==> src/rtl/axa_fetch_queue_pkg.sv <==
// Shared AXA fetch definitions: word width and the NOP encoding decode also relies on.
package axa_fetch_queue_pkg;
  localparam int              AXA_WORD_W = 16;
  localparam logic [5:0]      AXA_OP_NOP = 6'b111010;
  localparam logic [AXA_WORD_W-1:0] AXA_NOP = {AXA_OP_NOP, 10'b0};
endpackage

==> src/rtl/axa_fetch_queue_fifo.sv <==
// DEPTH-entry FIFO with flush; data visible on dout the edge after push, zero-latency pop.
// Flush wins over push/pop; push at full is accepted only together with a pop.
module axa_fetch_queue_fifo #(
  parameter int DEPTH = 4,
  parameter int W     = 8,
  parameter int CW    = $clog2(DEPTH + 1)
) (
  input  logic          clk,
  input  logic          reset,
  input  logic          flush,
  input  logic          push,
  input  logic          pop,
  input  logic [W-1:0]  din,
  output logic [W-1:0]  dout,
  output logic [CW-1:0] count
);
  localparam int PW = $clog2(DEPTH);

  logic [W-1:0]  mem [DEPTH];
  logic [PW-1:0] rd_ptr, wr_ptr;
  logic          do_push, do_pop;

  assign do_pop  = pop && !flush && (count != '0);
  assign do_push = push && !flush && ((count != CW'(DEPTH)) || do_pop);
  assign dout    = mem[rd_ptr];

  always_ff @(posedge clk) begin
    if (do_push) mem[wr_ptr] <= din;
  end

  always_ff @(posedge clk or negedge reset) begin
    if (!reset) begin
      rd_ptr <= '0;
      wr_ptr <= '0;
      count  <= '0;
    end else if (flush) begin
      rd_ptr <= '0;
      wr_ptr <= '0;
      count  <= '0;
    end else begin
      if (do_push) wr_ptr <= wr_ptr + PW'(1);
      if (do_pop)  rd_ptr <= rd_ptr + PW'(1);
      if (do_push && !do_pop)      count <= count + CW'(1);
      else if (do_pop && !do_push) count <= count - CW'(1);
    end
  end
endmodule

==> src/rtl/axa_fetch_queue.sv <==
// AXA fetch: owns PC, issues fwd/rev reads, queues returns; issue-to-valid 2 edges, no bypass.
// Issue stops when queue+in-flight reaches DEPTH or blocked; AXA_FETCH_LASTPC_EN adds out_lastpc.
module axa_fetch_queue
  import axa_fetch_queue_pkg::*;
#(
  parameter int DEPTH = 4,
  parameter int AW    = 16,
  parameter int IW    = 16
) (
  input  logic          clk,
  input  logic          reset,
  output logic          im_req,
  output logic [AW-1:0] im_addr,
  input  logic [IW-1:0] im_data,
  input  logic          dir,
  input  logic          blocked,
  input  logic          redirect,
  input  logic [AW-1:0] redirect_pc,
  output logic          out_valid,
  input  logic          out_ready,
  output logic [IW-1:0] out_ir,
  output logic [AW-1:0] out_pc,
  output logic          out_fwd
`ifdef AXA_FETCH_LASTPC_EN
  ,
  output logic [AW-1:0] out_lastpc
`endif
);
  localparam int CW = $clog2(DEPTH + 1);
`ifdef AXA_FETCH_LASTPC_EN
  localparam int EW = IW + 2 * AW + 1;
`else
  localparam int EW = IW + AW + 1;
`endif

  logic [AW-1:0] pc, infl_pc, head_pc;
  logic          inflight, infl_fwd, head_fwd;
  logic          issue, pop;
  logic [CW-1:0] count;
  logic [CW:0]   occ;
  logic [EW-1:0] din, dout;
  logic [IW-1:0] head_ir;

  // Occupancy counts the in-flight read so a returning word always has a slot.
  assign occ       = {1'b0, count} + {{CW{1'b0}}, inflight};
  assign issue     = !redirect && !blocked && (occ < (CW + 1)'(DEPTH));
  assign im_req    = issue && reset;
  assign im_addr   = pc;
  assign out_valid = (count != '0);
  assign pop       = out_valid && out_ready;

  // Clearing inflight on redirect drops the stale return that lands next edge.
  always_ff @(posedge clk or negedge reset) begin
    if (!reset) begin
      pc       <= '0;
      inflight <= 1'b0;
      infl_pc  <= '0;
      infl_fwd <= 1'b1;
    end else begin
      inflight <= issue;
      if (issue) begin
        infl_pc  <= pc;
        infl_fwd <= dir;
      end
      if (redirect)   pc <= redirect_pc;
      else if (issue) pc <= dir ? pc + AW'(1) : pc - AW'(1);
    end
  end

`ifdef AXA_FETCH_LASTPC_EN
  logic [AW-1:0] last_issued, last_popped, infl_lastpc, head_lastpc;

  // After a redirect the landing entry points back at the last instruction decode consumed.
  always_ff @(posedge clk or negedge reset) begin
    if (!reset) begin
      last_issued <= '0;
      last_popped <= '0;
      infl_lastpc <= '0;
    end else begin
      if (redirect)   last_issued <= last_popped;
      else if (issue) last_issued <= pc;
      if (issue) infl_lastpc <= last_issued;
      if (pop && !redirect) last_popped <= head_pc;
    end
  end

  assign din = {im_data, infl_pc, infl_fwd, infl_lastpc};
  assign {head_ir, head_pc, head_fwd, head_lastpc} = dout;
  assign out_lastpc = out_valid ? head_lastpc : '0;
`else
  assign din = {im_data, infl_pc, infl_fwd};
  assign {head_ir, head_pc, head_fwd} = dout;
`endif

  axa_fetch_queue_fifo #(
    .DEPTH (DEPTH),
    .W     (EW),
    .CW    (CW)
  ) u_fifo (
    .clk   (clk),
    .reset (reset),
    .flush (redirect),
    .push  (inflight),
    .pop   (pop),
    .din   (din),
    .dout  (dout),
    .count (count)
  );

  assign out_ir  = out_valid ? head_ir : IW'(AXA_NOP);
  assign out_pc  = out_valid ? head_pc : '0;
  assign out_fwd = out_valid ? head_fwd : 1'b1;
endmodule

==> config.mk <==
export PLATFORM = sky130hd
export DESIGN_NAME = axa_fetch_queue
export DESIGN_NICKNAME = d
export VERILOG_FILES = /design/src/rtl/axa_fetch_queue_pkg.sv /design/src/rtl/axa_fetch_queue_fifo.sv /design/src/rtl/axa_fetch_queue.sv
export SDC_FILE = /design/constraint.sdc
export NUM_CORES = 1
export LEC_CHECK = 0
export BUFFER_PORTS_ARGS = -buffer_cell sky130_fd_sc_hd__buf_2
export CAP_MARGIN = 20
export CORE_UTILIZATION = 55
export CTS_CLUSTER_DIAMETER = 80
export DETAILED_ROUTE_END_ITERATION = 16
export PLACE_DENSITY = 0.76
export SLEW_MARGIN = 25
export SYNTH_ARGS = -nofsm -noshare
export SYNTH_HDL_FRONTEND = slang
export SYNTH_HIERARCHICAL = 1
export SYNTH_SLANG_ARGS = --single-unit
==> constraint.sdc <==
create_clock -name clk -period 3.5 [get_ports clk]
set_input_delay 0.525 -clock clk [delete_from_list [all_inputs] [get_ports clk]]
set_output_delay 0.525 -clock clk [all_outputs]
set_load 0.02 [all_outputs]
==> results.cfg <==
[outcome]
status = finished clean

[setup_path]
crit_fanout = 20
endpoint_kind = output pin
critPathKind = reg -> out
cp-start-kind = flop
worstPathRequired_ns = 2.97
cp.arrival_ns = 2.49

[clock_tree]
cts-root-buf = clkbuf_16
cts.repair.resized = 0
clkSlewWorstSetupHoldPaths_ns = 0.06
htreeDepth = 4
clk_latency_ns = 0.42
numCtsBuffers = 17
post_cts.repair.setup_buffers = 0
clock-sinks = 173
cts_tree = built
ctsLongestPathBuffers = 2
cts_hold_repair.buffers = 0

[finish]
final_common_cell = edfxtp_1
fin_util_pct = 66.1
final_cells = 797
n_fill_cell = 947
nets = 666
final_cell_mix = 132 x edfxtp_1, 88 x buf_2, 60 x nand2_1
drive_gt1_share_pct = 29.3
antenna_cells = 0
area_delta_synth_final_pct = 15.8

[job]
cap_violations = 0

[logic_synthesis]
synth_top_area_share_pct = 52.1
syn-num-nets = 568
ys_ff_latch = 173
ys.flop_type = edfxtp_1
synth_warnings = 6
async_flop_share_pct = 23.7
avgSynthCellArea_um2 = 14.9
postSynthCellCount = 510
synth_cell_types = 59
synth_top_area_cell = edfxtp_1
synth_edf_count = 132
ys_seq_area_share_pct = 65.5
syn_area_um2 = 7610
synth_area_leaders = edfxtp_1 52%, dfrtp_1 13%, mux4_2 9.8%, ha_1 3.0%, nand2_1 3.0%

[global_routing]
grt_pass1_wl_mm = 24.0
grt_pass1_vias = 4692
globalRouteOverflowTotal = 0
grt.total_usage_pct = 22.7
antenna_found_initial = 0
grt_max_degree = 42

[floorplanning]
die_w_um = 120
io_pins = 89
core_area_um2 = 13300
rows = 42
initial_core_util_pct = 57.0
dieArea_um2 = 14300
die_h_um = 120

[pwr]
ir_worst_vdd_uv = 393
p_sw_mw = 1.78
seqPwrFrac_pct = 46.7
power.leakage_nw = 3.36
pwr-share-comb_pct = 23.7
pwr-share-clk_pct = 29.7
powerDensity_nw_per_um2 = 653
total_power_mw = 5.76
sw_frac_of_total_pct = 30.9
p_int_mw = 3.98

[drt]
wl_mm = 15.2
drt_pass1_iterations = 5
vias_per_cell = 5.85
vias = 4663
drt_iter0_markers = 313
remaining_drc_errors = 0
final_antenna_net_count = 0
wl_per_cell_um = 19.1

[sta]
rsz0062_at_grt = false
max_slew_margin_pct = 42.7
setup_ws_ns = 0.489
worst_pin_slew_ns = 0.860
tns_ns = 0
fmaxAchievable_mhz = 332
period_needed_ns = 3.01
clock_skew_ns = 0.00663
hold_viol = 0
finalSetupViolations = 0
slew_violations = 0
fin_crit_sh_pct = 86.0

[placement]
io_buffers = 88
gp_congestion = 0.894
post-place-ws_ns = 0.575
place_hpwl_mm = 9.64
placed_cells = 765

[min_path]
holdCritPathClass = in -> async
==> per-stage QoR <==
| stage | hold WS (ns) | cell area, um^2 |
|---|---|---|
| global route | 0.258 | 8820 |
| global placement | 0.497 | 8280 |
| finish | 0.214 | 8820 |
| CTS | 0.231 | 8820 |
| floorplan | 0.229 | 7610 |
| detailed placement | 0.503 | 8280 |
==> routing by layer <==
layer	share of wire, %	GRT usage [%]
met3	5.9	6.18
met5	0	0
met2	52	38.0
met4	0.61	6.25
met1	42	29.2
==> state kept, by name, summed over array words and instances, names as in the netlist <==
| register | cells |
|---|---|
| im_addr | 16 |
| infl_fwd | 1 |
| infl_pc | 16 |
| inflight | 1 |
| u_fifo/count | 3 |
| u_fifo/mem | 132 |
| u_fifo/rd_ptr | 2 |
| u_fifo/wr_ptr | 2 |
==> cells in the mapped netlist, drive strengths merged (4+ instances only) <==
cell type / n
a21oi: 17
a22oi: 8
and2: 4
buf: 13
clkbuf: 12
dfrtp: 40
edfxtp: 132
ha: 18
inv: 14
mux2i: 4
mux4: 33
nand2: 61
nor2: 13
nor2b: 32
nor3: 10
nor3b: 4
o21a: 5
o21ai: 27
or2: 5
xnor2: 6
xor2: 4
==> worst max-delay path: stages (launching register included) <==
cell and delay (ns):
dfrtp_2 0.78, buf_4 0.38, mux4_2 0.56, nor2b_1 0.16, buf_2 0.18
==> cell type report <==
type / instances / area (um^2) / share of cell area (%)
flip-flops and latches: 173 / 4990 / 56.6
multi-input cells: 298 / 2460 / 27.9
repair buffers: 104 / 561 / 6.36
clock buffers: 20 / 437 / 4.95
well taps: 176 / 220 / 2.50
clock inverters: 12 / 97.6 / 1.11
inverters: 14 / 52.6 / 0.596
==> final timing paths <==
kind | from | endpoint | slack (ns) | cells past startpoint
worst max-delay path | u_fifo/rd_ptr[0] | out_pc[14] | 0.49 | 4
worst min-delay path | reset | im_addr[0] | 0.21 | 2
worst max register to register | u_fifo/count[0] | u_fifo/mem[2][7] | 0.53 | 6
worst min register to register | infl_fwd | infl_fwd | 0.51 | 2
max in group asynchronous | reset | u_fifo/rd_ptr[0] | 2.88 | 2
min in group clk | redirect_pc[1] | im_addr[1] | 0.31 | 3
==> power groups by stage <==
| stage | clock network [mW] | logic (mW) | registers (mW) |
|---|---|---|---|
| CTS | 1.73 | 1.37 | 2.69 |
| detailed placement | 0 | 1.35 | 2.73 |
| floorplan | 0 | 0.953 | 2.68 |
| global placement | 0 | 1.31 | 2.70 |
| finish | 1.71 | 1.36 | 2.69 |
| global route | 1.81 | 1.49 | 2.72 |
==> cells by family after synthesis <==
kind of cell / after synthesis / synth area share (%)
DFF: 173 / 65.5
and+or+nand+nor: 145 / 9.65
AOI/OAI and AO/OA: 86 / 7.62
buffers and inverters: 39 / 2.27
muxes: 37 / 10.3
adders and majority gates: 20 / 3.48
xor gates and xnor gates: 10 / 1.15
(Power assumes the default switching activity.)
